==> src/rtl/instruction_fetch_stage_if.sv <==
// Instruction-memory bus between the fetch stage (master) and the
// combinational instruction memory (slave).
interface instruction_fetch_stage_if #(
  parameter int PC_W    = 16,
  parameter int INSTR_W = 16
);
  logic [PC_W-1:0]    imem_addr;
  logic [INSTR_W-1:0] imem_data;

  modport master (output imem_addr, input  imem_data);
  modport slave  (input  imem_addr, output imem_data);
endinterface

==> src/rtl/instruction_fetch_stage.sv <==
// Fetch stage: PC register, IF/ID pipeline register and the opcode/function
// fields consumed by the controller, with redirect, flush and stall control.
module instruction_fetch_stage #(
  parameter int                 PC_W      = 16,
  parameter int                 INSTR_W   = 16,
  parameter logic [PC_W-1:0]    RESET_PC  = '0,
  parameter logic [INSTR_W-1:0] NOP_INSTR = 16'hF000
) (
  input  logic                       clk,
  input  logic                       reset,
  input  logic                       stall,
  input  logic                       killF,
  input  logic [1:0]                 PCSrc,
  input  logic [PC_W-1:0]            jump_target,
  input  logic [PC_W-1:0]            branch_target,
  input  logic [PC_W-1:0]            return_addr,
  instruction_fetch_stage_if.master  imem,
  output logic [INSTR_W-1:0]         ifid_instr,
  output logic [PC_W-1:0]            ifid_pc_plus1,
  output logic                       ifid_valid,
  output logic [3:0]                 opcode,
  output logic [2:0]                 functionCode,
  output logic [31:0]                fetch_count
);

  logic [PC_W-1:0]    pc_q, pc_d, pc_plus1;
  logic [INSTR_W-1:0] instr_q, instr_d;
  logic [PC_W-1:0]    pc_plus1_q, pc_plus1_d;
  logic               valid_q, valid_d;
  logic [31:0]        count_q, count_d;
  logic               load_real;

  // Natural PC_W-bit arithmetic gives the required wrap at 2^PC_W-1.
  assign pc_plus1  = pc_q + 1'b1;
  assign load_real = !killF && !stall;

  // NOTE: every always_comb output gets a default first so no path can
  // leave it unassigned and infer a latch.
  always_comb begin
    pc_d = pc_q;
    if (PCSrc != 2'b00) begin
      unique case (PCSrc)
        2'b01:   pc_d = jump_target;
        2'b10:   pc_d = branch_target;
        default: pc_d = return_addr;
      endcase
    end else if (!stall) begin
      pc_d = pc_plus1;
    end
  end

  // Kill wins over stall, so a flushed slot never holds stale content.
  always_comb begin
    instr_d    = instr_q;
    pc_plus1_d = pc_plus1_q;
    valid_d    = valid_q;
    count_d    = count_q;
    if (killF) begin
      instr_d    = NOP_INSTR;
      pc_plus1_d = '0;
      valid_d    = 1'b0;
    end else if (load_real) begin
      instr_d    = imem.imem_data;
      pc_plus1_d = pc_plus1;
      valid_d    = 1'b1;
      count_d    = count_q + 32'd1;
    end
  end

  // NOTE: state registers use non-blocking assignments so every register
  // samples pre-edge values regardless of statement order.
  always_ff @(posedge clk) begin
    if (reset) begin
      pc_q       <= RESET_PC;
      instr_q    <= NOP_INSTR;
      pc_plus1_q <= '0;
      valid_q    <= 1'b0;
      count_q    <= '0;
    end else begin
      pc_q       <= pc_d;
      instr_q    <= instr_d;
      pc_plus1_q <= pc_plus1_d;
      valid_q    <= valid_d;
      count_q    <= count_d;
    end
  end

  assign imem.imem_addr = pc_q;
  assign ifid_instr     = instr_q;
  assign ifid_pc_plus1  = pc_plus1_q;
  assign ifid_valid     = valid_q;
  assign opcode         = instr_q[15:12];
  assign functionCode   = instr_q[2:0];
  assign fetch_count    = count_q;

endmodule

==> src/flat_wrapper.sv <==
// flat-port wrapper written by rule: the top's interface ports become plain ports
module instruction_fetch_stage_flat 
#(
  parameter int                 PC_W      = 16,
  parameter int                 INSTR_W   = 16,
  parameter logic [PC_W-1:0]    RESET_PC  = '0,
  parameter logic [INSTR_W-1:0] NOP_INSTR = 16'hF000
)
  (clk, reset, stall, killF, PCSrc, jump_target, branch_target, return_addr, ifid_instr, ifid_pc_plus1, ifid_valid, opcode, functionCode, fetch_count, imem_imem_addr, imem_imem_data);
  instruction_fetch_stage_if #(.PC_W(PC_W), .INSTR_W(INSTR_W)) imem_i ();
  input  logic clk;
  input  logic reset;
  input  logic stall;
  input  logic killF;
  input  logic [1:0] PCSrc;
  input  logic [PC_W-1:0] jump_target;
  input  logic [PC_W-1:0] branch_target;
  input  logic [PC_W-1:0] return_addr;
  output logic [INSTR_W-1:0] ifid_instr;
  output logic [PC_W-1:0] ifid_pc_plus1;
  output logic ifid_valid;
  output logic [3:0] opcode;
  output logic [2:0] functionCode;
  output logic [31:0] fetch_count;
  output wire logic [$bits(imem_i.imem_addr)-1:0] imem_imem_addr;
  input wire logic [$bits(imem_i.imem_data)-1:0] imem_imem_data;
  assign imem_imem_addr = imem_i.imem_addr;
  assign imem_i.imem_data = imem_imem_data;
  instruction_fetch_stage #(.PC_W(PC_W), .INSTR_W(INSTR_W), .RESET_PC(RESET_PC), .NOP_INSTR(NOP_INSTR)) u_core (.clk(clk), .reset(reset), .stall(stall), .killF(killF), .PCSrc(PCSrc), .jump_target(jump_target), .branch_target(branch_target), .return_addr(return_addr), .imem(imem_i), .ifid_instr(ifid_instr), .ifid_pc_plus1(ifid_pc_plus1), .ifid_valid(ifid_valid), .opcode(opcode), .functionCode(functionCode), .fetch_count(fetch_count));
endmodule
==> config.mk <==
export PLATFORM = sky130hd
export DESIGN_NAME = instruction_fetch_stage_flat
export DESIGN_NICKNAME = d
export VERILOG_FILES = /design/src/rtl/instruction_fetch_stage_if.sv /design/src/rtl/instruction_fetch_stage.sv /design/src/flat_wrapper.sv
export SDC_FILE = /design/constraint.sdc
export NUM_CORES = 1
export LEC_CHECK = 0
export CORE_AREA = 2 2 100 102
export DETAILED_ROUTE_END_ITERATION = 8
export DIE_AREA = 0 0 102 104
export PLACE_DENSITY = 0.89
export SLEW_MARGIN = 20
export SYNTH_ARGS = -nofsm -noshare
export SYNTH_HDL_FRONTEND = slang
export SYNTH_SLANG_ARGS = --single-unit
==> constraint.sdc <==
create_clock -name clk -period 2.3 [get_ports clk]
set_input_delay 0.23 -clock clk [delete_from_list [all_inputs] [get_ports clk]]
set_output_delay 0.23 -clock clk [all_outputs]
set_load 0.01 [all_outputs]
---- Word-level counts from Yosys, hierarchy flattened ----
Cells that the tools add are included.
word-level totals
  bits in latches ......................... 0
  input port bits ......................... 70
  bits in registers ....................... 81
  memory bits (read-only) ................. 0
  output and inout port bits .............. 88
  bits in writable memories ............... 0
  word-level logic and storage cells ...... 20
  memories kept ........................... 0
cells by class
  div/mod/pow operators ................... 0
  bitwise logic cells ..................... 1
  $lt $le $gt $ge ......................... 0
  reduce and logical (&&, ||, !) cells .... 6
  shift operators ......................... 0
  $add $sub $neg .......................... 2
  mux-type cells .......................... 3
  eq/ne operators ......................... 3
  $mul .................................... 0
operators by type and width
  cell                   number
  $add 32x1->32 const B  1
  $mux 16                2
  $pmux 16 s2            1
  $add 16x1->16 const B  1
  $eq 2x1->1 const B     1
  $eq 2x2->1 const B     1
  $logic_not 1->1        2
  $ne 2x1->1 const B     1
  $reduce_and 2->1       1
  $reduce_bool 2->1      1
  $reduce_or 2->1        1
  $logic_and 1x1->1      1
  $not 1->1              1

---- Depth between registers and ports, before layout ----
  depth after elaboration ................. 3
  gate-level depth with buffers ........... 8
  depth with buffers taken out ............ 6

---- Worst setup path before layout ----
No wires, ideal clock.
  path type ............................... register -> register
  from .................................... register u_core.count_q[12], in the netlist u_core.fetch_count[12]
  to ...................................... register u_core.count_q[31], in the netlist u_core.fetch_count[31]
  data required time ...................... 2.177 ns
  cell stages (with the launch flop) ...... 7
  library setup time ...................... 0.123 ns
  arrival time ............................ 1.882 ns
  path buffers ............................ 2
  period minus slack after synthesis ...... 2.006 ns
  path slack .............................. 0.294 ns
  cell sequence ........................... dfxtp_1 > nand4_1 > or4_1 > buf_2 > buf_6 > nor4_2 > mux2_1
between the ends
  cells in the longest elaborated chain, start to end .. 1
ends and longest elaborated chain
  item                    line                           source
  start, declared         instruction_fetch_stage.sv:30  logic [31:0] count_q, count_d;
  start signal, assigned  instruction_fetch_stage.sv:84  count_q <= count_d;
  $add 32x1->32           instruction_fetch_stage.sv:66  count_d = count_q + 32'd1;
No other way between the ends.
A chain may end at the register's enable or synchronous reset.

---- Final worst setup path ----
Same ends and word-level chain as after synthesis.

==> results.cfg <==
[timing]
slew_headroom_pct = 62.6
fmax_mhz = 495
slew_violations = 0
setup_violations = 0
tightestPinTransition_ps = 561
rsz0062_at_grt = false
fin_crit_sh_pct = 87.8
min_period_ps = 2020
setup_ws_ps = 281
hold_violations = 0
finClkSkew_ps = 13.9
fin_hold_ws_ps = 310
tns_ps = 0

[routing]
ant_nets = 0
drt_pass1_iterations = 5
vias = 4121
drtIter0Drc = 210
drt-vias-per-instance = 5.40
wl_per_cell_um = 15.0
totalWireLength_mm = 11.4
drc = 0

[finish]
nets = 700
fillCellCount = 833
final_core_util_pct = 61.9
fin_cells = 763
multi_input_area_um2 = 2230
antennaDiodeCount = 0
register_area_um2 = 1620
syn_to_final_growth_pct = 44.7
fin_area_um2 = 5910
drive_gt1_share_pct = 6.67

[setup_path]
cp_max_fo = 17
endpoint_kind = flop
cp-start-kind = flop
crit_arrival_ps = 2260
critical_path_class = reg -> reg
required_ps = 2540

[floorplanning]
num_rows = 36
core_area_um2 = 9550
die_h_um = 104
dieArea_um2 = 10600
die_width_um = 102
start_util_pct = 42.8
ios = 158

[place]
gp_congestion = 0.868
dpl_cell_area_um2 = 5720
portBuffers = 157
dp.cells = 747
pre_cts_ws_ps = 63.1
dp_hpwl_mm = 8.64

[clock_network]
cts-root-buf = clkbuf_8
cts_resized = 0
cts_tree = yes
postCtsSetupBuffers = 0
cts_hold_buf = 0
clock_sinks = 81
clkTransAtPathRegs_ps = 80
cts-htree-levels = 3
clockBufferDepth = 2
clk_latency_ps = 350
cts_buffers = 9

[logic_synthesis]
syn_inst = 486
synthArstFlopShare_pct = 0
syn_area_per_cell_um2 = 8.40
yosys_register_bits = 81
synth-edff-count = 0
synth_cell_types = 48
synth_ff_type = dfxtp_1
syn_nets = 561
yosys_warnings = 0
syn_area_um2 = 4080
ys_seq_area_share_pct = 39.7

[outcome]
status = complete, no violations

[job]
maxCapViolCount = 0

[global_route]
grt_pass1_wl_mm = 18.7
grt_pass1_vias = 3993
grt_max_degree = 29
antenna_found_initial = 0
grt_usage_pct = 21.6
grt-ovfl-total = 0

[power_and_ir_drop]
cellLeakagePower_nw = 2.05
vdd_drop_max_v = 0.000346
powerDensity_nw_per_um2 = 518
fin_total_pwr_mw = 3.06

[worst_hold_path]
hp-class = in -> reg
-- cells by family after synthesis --
family                   count (synthesis)  synth area share (%)
XOR/XNOR                                35                  7.51
AO/OA/AOI/OAI                          119                  17.5
AND/OR/NAND/NOR                        173                  23.0
adder cells (fa/ha/maj)                  5                  1.53
flip-flops                              81                  39.7
multiplexers                            20                  4.96
buffers and inverters                   53                  5.85
-- flip-flops by register name (all words and copies together), names as in the netlist --
register               flops
u_core.ifid_pc_plus1      16
u_core.ifid_instr         16
u_core.ifid_valid          1
u_core.fetch_count        32
u_core.imem.imem_addr     16
-- cell usage in the layout (no fill, tap or decap), types with 11 or more instances in the layout --
| cell type | instances |
|---|---|
| a211oi_1 | 15 |
| a21oi_1 | 48 |
| a22oi_1 | 16 |
| buf_4 | 15 |
| clkdlybuf4s50_1 | 155 |
| dfxtp_1 | 81 |
| mux2i_1 | 18 |
| nand2_1 | 17 |
| nand3_1 | 17 |
| nand4_1 | 15 |
| nor2_1 | 67 |
| o21ai_0 | 23 |
| o31ai_1 | 11 |
| or3_1 | 12 |
| or4_1 | 12 |
| xnor2_1 | 18 |
| xor2_1 | 17 |
-- layout make-up --
cell class	instances	area share (%)
timing repair buffer	172	28.3
clock buffer	11	2.22
tap	133	2.82
sequential	81	27.4
multi-input combinational	352	37.7
inverter	9	0.572
clock inverter	5	0.911
-- cells in the mapped netlist (6+ instances only) --
master | count | area (um2)
a22oi_1 | 16 | 120
nand3_1 | 17 | 85.1
inv_1 | 8 | 30.0
a211oi_1 | 15 | 113
or3_1 | 12 | 75.1
xor2_1 | 17 | 149
nand2_1 | 17 | 63.8
o21ai_0 | 23 | 115
nand4_1 | 15 | 93.8
dfxtp_1 | 81 | 1620
nor2_1 | 67 | 251
and4_1 | 6 | 52.6
o31ai_1 | 11 | 82.6
or4_1 | 13 | 97.6
xnor2_1 | 18 | 158
buf_4 | 7 | 52.6
a21oi_1 | 48 | 240
clkbuf_1 | 26 | 97.6
mux2i_1 | 18 | 180
-- critical path, cell delays in order, from the launching register on --
cell     delay, ps
dfxtp_1        430
nand4_1        180
or4_4          680
nor4_2         260
mux2_1         350
-- worst paths after layout --
path / startpoint / to / slack, ps / depth (start not counted)
max: u_core.fetch_count[12]$_SDFFE_PP0P_ / u_core.fetch_count[31]$_SDFFE_PP0P_ / 280 / 4
min: stall / u_core.ifid_instr[4]$_SDFFE_PP0P_ / 310 / 3
max reg2reg: u_core.fetch_count[12]$_SDFFE_PP0P_ / u_core.fetch_count[31]$_SDFFE_PP0P_ / 280 / 4
min reg2reg: u_core.ifid_valid$_SDFFE_PP0P_ / u_core.ifid_valid$_SDFFE_PP0P_ / 480 / 1
-- routing by layer --
layer	vias to the layer above	GRT usage, %	share of wire [%]
met3	21	5.51	6.8
li1	2016	-	-
met5	-	0	0
met1	1902	26.3	41
met2	182	37.7	51
met4	0	5.24	1.3
-- power breakdown --
group	leakage [nW]	internal [mW]	total, mW	switching [mW]
Clock	0.0975	0.501	0.994	0.493
Sequential	0.660	1.45	1.52	0.0698
Combinational	1.30	0.307	0.545	0.238
Total	2.05	2.26	3.06	0.800
Note: power is estimated with default switching activity, not from simulation.
